`src/rtl/me_pkg.sv`:
```
// Shared types for the motion-estimation reference fetch path.
package me_pkg;

    localparam int unsigned ADDR_W = 32;
    localparam int unsigned WORD_W = 64;
    localparam int unsigned IDX_W  = 8;

    typedef enum logic [1:0] {
        StIdle,
        StFetch,
        StDrain
    } fetch_state_e;

    typedef struct packed {
        logic              last;
        logic [IDX_W-1:0]  row;
        logic [IDX_W-1:0]  col;
        logic [WORD_W-1:0] data;
    } fifo_entry_t;

endpackage

```
`src/rtl/ref_fifo2.sv`:
```
// Two-entry output FIFO; full-FIFO push+pop in one cycle keeps one word/cycle.
module ref_fifo2
    import me_pkg::*;
(
    input  logic        clk,
    input  logic        rst_n,
    input  logic        push_i,
    input  fifo_entry_t wdata_i,
    input  logic        pop_i,
    output logic [1:0]  count_o,
    output logic        valid_o,
    output fifo_entry_t rdata_o
);

    fifo_entry_t mem_q [2];
    logic        wr_ptr_q;
    logic        rd_ptr_q;
    logic [1:0]  count_q;
    logic [1:0]  count_d;
    logic        pop;

    assign pop     = pop_i && (count_q != 2'd0);
    assign valid_o = (count_q != 2'd0);
    assign count_o = count_q;
    // Empty FIFO presents zeros so stale words never leak onto the outputs.
    assign rdata_o = valid_o ? mem_q[rd_ptr_q] : '0;

    always_comb begin
        count_d = count_q;
        if (push_i && !pop) begin
            count_d = count_q + 2'd1;
        end else if (!push_i && pop) begin
            count_d = count_q - 2'd1;
        end
    end

    always_ff @(posedge clk or negedge rst_n) begin
        if (!rst_n) begin
            mem_q[0] <= '0;
            mem_q[1] <= '0;
            wr_ptr_q <= 1'b0;
            rd_ptr_q <= 1'b0;
            count_q  <= 2'd0;
        end else begin
            if (push_i) begin
                mem_q[wr_ptr_q] <= wdata_i;
                wr_ptr_q        <= ~wr_ptr_q;
            end
            if (pop) begin
                rd_ptr_q <= ~rd_ptr_q;
            end
            count_q <= count_d;
        end
    end

endmodule

```
`src/rtl/ref_fetch.sv`:
```
// Fetches a WIN_W x WIN_H search window from reference memory in raster order
// and streams it out through a 2-entry FIFO with valid/ready handshake.
module ref_fetch
    import me_pkg::*;
#(
    parameter int unsigned       FRAME_W   = 1920,
    parameter int unsigned       WIN_W     = 48,
    parameter int unsigned       WIN_H     = 48,
    parameter logic [ADDR_W-1:0] BASE_ADDR = '0
) (
    input  logic              clk,
    input  logic              rst_n,
    input  logic              start_i,
    input  logic [15:0]       win_x_i,
    input  logic [15:0]       win_y_i,
    output logic              busy_o,
    output logic              done_o,
    output logic              mem_en_o,
    output logic [ADDR_W-1:0] mem_addr_o,
    input  logic [WORD_W-1:0] mem_data_i,
    output logic              out_valid_o,
    input  logic              out_ready_i,
    output logic [WORD_W-1:0] out_data_o,
    output logic [IDX_W-1:0]  out_row_o,
    output logic [IDX_W-1:0]  out_col_o,
    output logic              out_last_o
);

    localparam int unsigned      COLS     = WIN_W / 8;
    localparam logic [IDX_W-1:0] LAST_COL = IDX_W'(COLS - 1);
    localparam logic [IDX_W-1:0] LAST_ROW = IDX_W'(WIN_H - 1);

    fetch_state_e     state_q, state_d;
    logic [15:0]      win_x_q, win_x_d;
    logic [15:0]      win_y_q, win_y_d;
    logic [IDX_W-1:0] row_q, row_d;
    logic [IDX_W-1:0] col_q, col_d;
    logic             done_q, done_d;

    logic              issue;
    logic              pop;
    logic              last_rd;
    logic [1:0]        fifo_count;
    logic [ADDR_W-1:0] addr_calc;
    fifo_entry_t       push_entry;
    fifo_entry_t       head;

    assign pop     = out_valid_o && out_ready_i;
    assign last_rd = (row_q == LAST_ROW) && (col_q == LAST_COL);

    // All terms widened to 32 bits first so the sum wraps modulo 2^32.
    assign addr_calc = BASE_ADDR
                     + (ADDR_W'(win_y_q) + ADDR_W'(row_q)) * ADDR_W'(FRAME_W)
                     + ADDR_W'(win_x_q)
                     + {{(ADDR_W - IDX_W - 3){1'b0}}, col_q, 3'b000};

    always_comb begin
        state_d = state_q;
        win_x_d = win_x_q;
        win_y_d = win_y_q;
        row_d   = row_q;
        col_d   = col_q;
        done_d  = 1'b0;
        issue   = 1'b0;
        case (state_q)
            StIdle: begin
                if (start_i) begin
                    state_d = StFetch;
                    win_x_d = win_x_i;
                    win_y_d = win_y_i;
                    row_d   = '0;
                    col_d   = '0;
                end
            end
            StFetch: begin
                // Read whenever the FIFO has room once this cycle's pop is counted.
                if ((fifo_count != 2'd2) || pop) begin
                    issue = 1'b1;
                    if (last_rd) begin
                        state_d = StDrain;
                        row_d   = '0;
                        col_d   = '0;
                    end else if (col_q == LAST_COL) begin
                        col_d = '0;
                        row_d = row_q + IDX_W'(1);
                    end else begin
                        col_d = col_q + IDX_W'(1);
                    end
                end
            end
            StDrain: begin
                if (pop && head.last) begin
                    state_d = StIdle;
                    done_d  = 1'b1;
                end
            end
            default: state_d = StIdle;
        endcase
    end

    always_ff @(posedge clk or negedge rst_n) begin
        if (!rst_n) begin
            state_q <= StIdle;
            win_x_q <= '0;
            win_y_q <= '0;
            row_q   <= '0;
            col_q   <= '0;
            done_q  <= 1'b0;
        end else begin
            state_q <= state_d;
            win_x_q <= win_x_d;
            win_y_q <= win_y_d;
            row_q   <= row_d;
            col_q   <= col_d;
            done_q  <= done_d;
        end
    end

    assign push_entry.last = last_rd;
    assign push_entry.row  = row_q;
    assign push_entry.col  = col_q;
    assign push_entry.data = mem_data_i;

    ref_fifo2 u_fifo (
        .clk     (clk),
        .rst_n   (rst_n),
        .push_i  (issue),
        .wdata_i (push_entry),
        .pop_i   (pop),
        .count_o (fifo_count),
        .valid_o (out_valid_o),
        .rdata_o (head)
    );

    assign busy_o      = (state_q != StIdle);
    assign done_o      = done_q;
    assign mem_en_o    = issue;
    assign mem_addr_o  = issue ? addr_calc : '0;
    assign out_data_o  = head.data;
    assign out_row_o   = head.row;
    assign out_col_o   = head.col;
    assign out_last_o  = head.last;

endmodule

```
`config.mk`:
```
export PLATFORM = sky130hd
export DESIGN_NAME = ref_fetch
export DESIGN_NICKNAME = d
export VERILOG_FILES = /design/src/rtl/me_pkg.sv /design/src/rtl/ref_fifo2.sv /design/src/rtl/ref_fetch.sv
export SDC_FILE = /design/constraint.sdc
export NUM_CORES = 1
export LEC_CHECK = 0
export CAP_MARGIN = 20
export CORE_ASPECT_RATIO = 1.5
export CORE_UTILIZATION = 40
export CTS_CLUSTER_SIZE = 40
export DETAILED_ROUTE_END_ITERATION = 8
export GPL_TIMING_DRIVEN = 1
export PLACE_DENSITY = 0.66
export SLEW_MARGIN = 20
export SYNTH_ARGS = -nofsm -noshare
export SYNTH_HDL_FRONTEND = slang
export SYNTH_SLANG_ARGS = --single-unit
```
`constraint.sdc`:
```
create_clock -name clk -period 11.4 [get_ports clk]
set_input_delay 1.71 -clock clk [delete_from_list [all_inputs] [get_ports clk]]
set_output_delay 1.71 -clock clk [all_outputs]
set_load 0.02 [all_outputs]
```
Word level (Yosys, flattened, before mapping)
Index checks and enable logic that the tools add are counted.
{"block": "totals", "ff_bits": 217, "inputBits": 100, "out_inout_bits": 117, "wordCells": 89}
{"block": "op_classes", "n_addsub": 7, "n_mul": 1, "order_cmp": 3, "eq_ne": 10, "muxes": 28, "bitwise": 4, "n_reduce_logical": 19}
{"operator": "2-to-1 mux 81 bit", "count": 5}
{"operator": "bitwise mux 162 bit", "count": 1}
{"operator": "demux 81 bit (select 1 bit)", "count": 1}
{"operator": "2-to-1 mux 8 bit", "count": 7}
{"operator": "one-hot mux 8 bit (2 select lines)", "count": 2}
{"operator": "adder 29 x 11 -> 30 bit", "count": 1}
{"operator": "2-to-1 mux 30 bit", "count": 1}
{"operator": "adder 28 x 16 -> 29 bit", "count": 1}
{"operator": "multiplier 17 x 4 -> 21 bit (second input constant)", "count": 1}
{"operator": "adder 16 x 8 -> 17 bit", "count": 1}
{"operator": "adder 8 x 1 -> 8 bit (second input constant)", "count": 2}
{"operator": "2-to-1 mux 2 bit", "count": 6}
{"operator": "!= test 2 bit (second input constant)", "count": 5}
{"operator": "== test 8 x 3 -> 1 bit (second input constant)", "count": 1}
{"operator": "== test 8 x 6 -> 1 bit (second input constant)", "count": 1}
{"operator": "AND reduction 4 bit", "count": 2}
{"operator": "nonzero test 2 bit", "count": 4}
{"operator": "logical AND 1 bit", "count": 7}
{"operator": "one-hot mux 2 bit (3 select lines)", "count": 1}
{"operator": ">= comparator 2 bit (second input constant)", "count": 2}
{"operator": "2-to-1 mux 1 bit", "count": 4}
{"operator": "NOT 1 -> 2 bit", "count": 2}
{"operator": "!= test 3 bit (second input constant)", "count": 1}
{"operator": "AND reduction 3 bit", "count": 1}
{"operator": "10 further kinds", "count": 12}

Logic depth before layout (Yosys ltp)
{"block": "depth", "ltp_word": 9, "depth_mapped": 26, "ltp_nobuf": 26}

Hierarchy
A second synthesis with hierarchy kept.
{"block": "hier_totals", "hier_cells": 1231, "hier_area_um2": 13894.6}
{"mod": "ref_fifo2", "n_inst": 1, "cells_each": 536, "area_each_um2": 7901.3, "seq_area_each_um2": 4154.0}
{"mod": "ref_fetch", "n_inst": 1, "cells_each": 695, "area_each_um2": 5993.2, "seq_area_each_um2": 1276.2}

Worst setup path after synthesis
No wires, ideal clock.
{"block": "synth_timing", "path_type": "register to output", "startpoint": "register row_q[0]", "endpoint": "output port mem_addr_o[25]", "arrival_ps": 5772, "required_time_ps": 9690, "setup_slack_ps": 3918, "stages_incl_launch_ff": 24, "path_buffers": 0, "cell_sequence": "dfrtp_1 -> ha_1 -> inv_1 -> fa_1 -> inv_1 -> a21o_1 -> nand4_1 -> a31oi_1 -> and3_1 -> nand3_1 -> xor2_1 -> inv_1 -> fa_1 -> inv_1 -> fa_1 -> inv_1 -> ha_1 -> nand2_1 -> a2111oi_0 -> a221oi_2 -> xor2_1 -> nor4_4 -> a31oi_1 -> a211oi_1"}
{"block": "synth_between", "elab_chain_cells": 5}
{"item": "start: declaration", "line": "ref_fetch.sv:36", "source": "logic [IDX_W-1:0] row_q, row_d;"}
{"item": "start signal: assignment", "line": "ref_fetch.sv:113", "source": "row_q <= row_d;"}
{"item": "adder 16 x 8 -> 17 bit", "line": "ref_fetch.sv:53", "source": "+ (ADDR_W'(win_y_q) + ADDR_W'(row_q)) * ADDR_W'(FRAME_W)"}
{"item": "multiplier 17 x 4 -> 21 bit", "line": "ref_fetch.sv:53"}
{"item": "adder 28 x 16 -> 29 bit", "line": "ref_fetch.sv:54", "source": "+ ADDR_W'(win_x_q)"}
{"item": "adder 29 x 11 -> 30 bit", "line": "ref_fetch.sv:55", "source": "+ {{(ADDR_W - IDX_W - 3){1'b0}}, col_q, 3'b000};"}
{"item": "2-to-1 mux 30 bit", "line": "ref_fetch.sv:138", "source": "assign mem_addr_o = issue ? addr_calc : '0;"}
{"item": "end: declaration", "line": "ref_fetch.sv:19", "source": "output logic [ADDR_W-1:0] mem_addr_o,"}
Every way passes these cells.

Worst setup path after layout
Same ends and word-level chain as after synthesis.

==> results.toml <==
[status]
status = "finished clean"

[layout]
drive_gt1_share_pct = 17.6
diodes = 0
layout_common_cells = "dfrtp_1 (216), clkdlybuf4s50_1 (212), mux2_2 (183), nor2_1 (127), inv_1 (97)"
syn_to_final_growth_pct = 25.1
fill_cells = 2889
fin_nets = 1579
multi_input_area_um2 = 7110
final_common_cell = "dfrtp_1"
fin_area_um2 = 16400
register_area_um2 = 5430

[detailed_routing]
dr.first_iter.drc_count = 246
drc = 0
dr.pass1.iters = 4
viasPerCell = 5.18
ant_nets = 0
via_count = 9371
wire_per_inst_um = 16.8
drt-total-wl_um = 30300

[placed_design]
dp_slack_ns = 3.10
place.gp.congestion = 0.865
dpl.hpwl_um = 21800
dpl_cell_area_um2 = 15600
io_buffers = 213

[sta]
rsz0062_at_grt = "false"
tns_ns = 0
fmax_ghz = 0.112
finClkSkew_ns = 0.0187
whs_ns = 0.482
worst_slack_ns = 2.50
timing.final.max_slew_violations = 0
hold_viol_final = 0
worstMarginPinSlew_ns = 0.911
final.period_utilization_pct = 78.0
slew-limit-headroom_pct = 39.2
finalSetupViolCount = 0
post-route-min-period_ns = 8.90

[yosys]
yosysTopAreaCellShare_pct = 41.5
synth_largest_area_cell = "dfrtp_1"
netlist_area_um2 = 13100
async_reset_ff_share_pct = 100
postSynthCellCount = 1191
ys_ff_latch = 217
yosysSeqAreaShare_pct = 41.5
synth.distinct_cells = 70
synth-edff-count = 0
synthTopCellsByArea = "dfrtp_1 (41%), mux2_2 (16%), mux2i_1 (6.4%)"
ys_warn_count = 0
avgSynthCellArea_um2 = 11.0
synthFlopType = "dfrtp_1"

[setup_path]
crit_arrival_ns = 7.19
startpoint_type = "register"
cp-end-kind = "output port"
crit_type = "register to output port"
cp_max_fo = 7
required_ns = 9.69

[floorplan]
rows = 80
boundaryPins = 217
core_region_area_um2 = 32000
chipWidth_um = 150
dieArea_um2 = 33500
die_h_um = 224
floorplan.initialDensity_pct = 40.9

[clock_tree]
clock_sinks = 217
root_buffer = "clkbuf_16"
cts_resized = 0
postCtsSetupBuffers = 0
cts_tree = "done"
ctsHoldBuffers = 0
clkLatencyLatePin_ns = 0.51
cts.clk_slew.worst_paths_ns = 0.06
htreeDepth = 1
numCtsBuffers = 23
cts_max_path_buffers = 3

[min_path]
holdCritPathClass = "register to register"

[global_route]
grt_usage_pct = 18.3
grt_pass1_vias = 9834
grt_max_degree = 112
gr-total-overflow = 0
grt_pass1_wl_um = 49300
antenna_found_initial = 1

[flow_run]
drv_cap = 0
-- final cells by class --
cell class	count	share of cell area, %
multi-input combinational	827	43.4
sequential	217	33.2
timing repair buffer	222	13.5
clock buffer	33	3.99
tap	410	3.13
inverter	97	2.22
clock inverter	4	0.604
-- kinds of logic after synthesis --
family | count (synthesis) | share of synthesized area, %
AO/OA/AOI/OAI | 146 | 7.64
XOR/XNOR | 66 | 4.53
adder cells (fa/ha/maj) | 94 | 10.7
buffers and inverters | 149 | 4.45
flip-flops | 217 | 41.5
multiplexers | 267 | 22.2
other | 1 | 0.0286
AND/OR/NAND/NOR | 251 | 8.99
-- critical path, stage by stage (launching register included) --
cell and delay, ns:
dfrtp_1 0.46, ha_1 0.21, inv_1 0.06, fa_1 0.40
inv_1 0.07, a21o_1 0.14, nand4_1 0.16, a31oi_1 0.47
and3_1 0.31, nand3_1 0.11, xor2_1 0.27, inv_1 0.15
fa_1 0.52, inv_1 0.05, fa_1 0.50, inv_1 0.04
ha_1 0.42, nand2_1 0.08, a2111oi_0 0.48, a221oi_2 0.13
xor2_1 0.23, nor4_4 0.40, a31oi_1 0.13, a211oi_1 0.25
clkdlybuf4s50_1 0.65
-- per-stage QoR --
stage	util, %	instances
finish	51.1	1810
global route	51.1	1810
CTS	51.1	1810
detailed placement	48.8	1773
global placement	48.8	1773
floorplan	-	1193
-- flip-flops by register name, indices dropped and copies added (netlist names) --
name / cells
win_y_q: 16
col_q: 8
done_o: 1
state_q: 2
u_fifo.wr_ptr_q: 1
win_x_q: 16
u_fifo.count_o: 2
u_fifo.mem_q: 162
u_fifo.rd_ptr_q: 1
row_q: 8
-- synth_stat cells (2+ instances only) --
library cell	count
a2111oi_0	2
a211o_1	3
a211oi_1	6
a21o_1	16
a21oi_1	40
a311o_1	2
a31oi_1	3
and2_1	4
and3_1	11
and4_1	2
buf_1	13
buf_2	10
buf_4	3
clkbuf_1	26
dfrtp_1	217
fa_1	31
ha_1	60
inv_1	97
maj3_1	3
mux2_2	183
mux2i_1	84
nand2_1	41
nand2b_1	15
nand3_1	12
nand4_1	7
nand4b_1	2
nor2_1	129
nor2_2	2
nor2b_1	2
nor3_1	10
o2111a_1	3
o211a_1	2
o211ai_1	5
o21a_1	4
o21ai_0	36
o21ai_1	3
o31a_1	3
or3_1	5
xnor2_1	39
xor2_1	25
-- path summary, 6_finish.rpt --
check	from	end	slack, ns	cells past startpoint
min in group asynchronous	rst_n	u_fifo.mem_q[5]	1.31	1
hold / removal	u_fifo.mem_q[65]	u_fifo.mem_q[65]	0.48	2
setup reg to reg	state_q[0]	u_fifo.mem_q[108]	8.24	8
setup / recovery	row_q[0]	mem_addr_o[25]	2.50	24
max in group asynchronous	rst_n	u_fifo.mem_q[34]	8.78	2
hold reg to reg	u_fifo.mem_q[65]	u_fifo.mem_q[65]	0.48	2
-- per-layer routing --
layer / vias up / global-route usage (%) / share of wire (%) / wire, µm
met5: - / 0 / 0.036 / 11
met2: 189 / 34.0 / 52 / 15700
met4: 2 / 4.76 / 1.8 / 546
li1: 4476 / - / - / -
met1: 4659 / 21.7 / 42 / 12600
met3: 45 / 2.59 / 4.9 / 1500
Power is not shown: default switching activity piles up to over one toggle a cycle in this logic, so the estimate is an artifact.
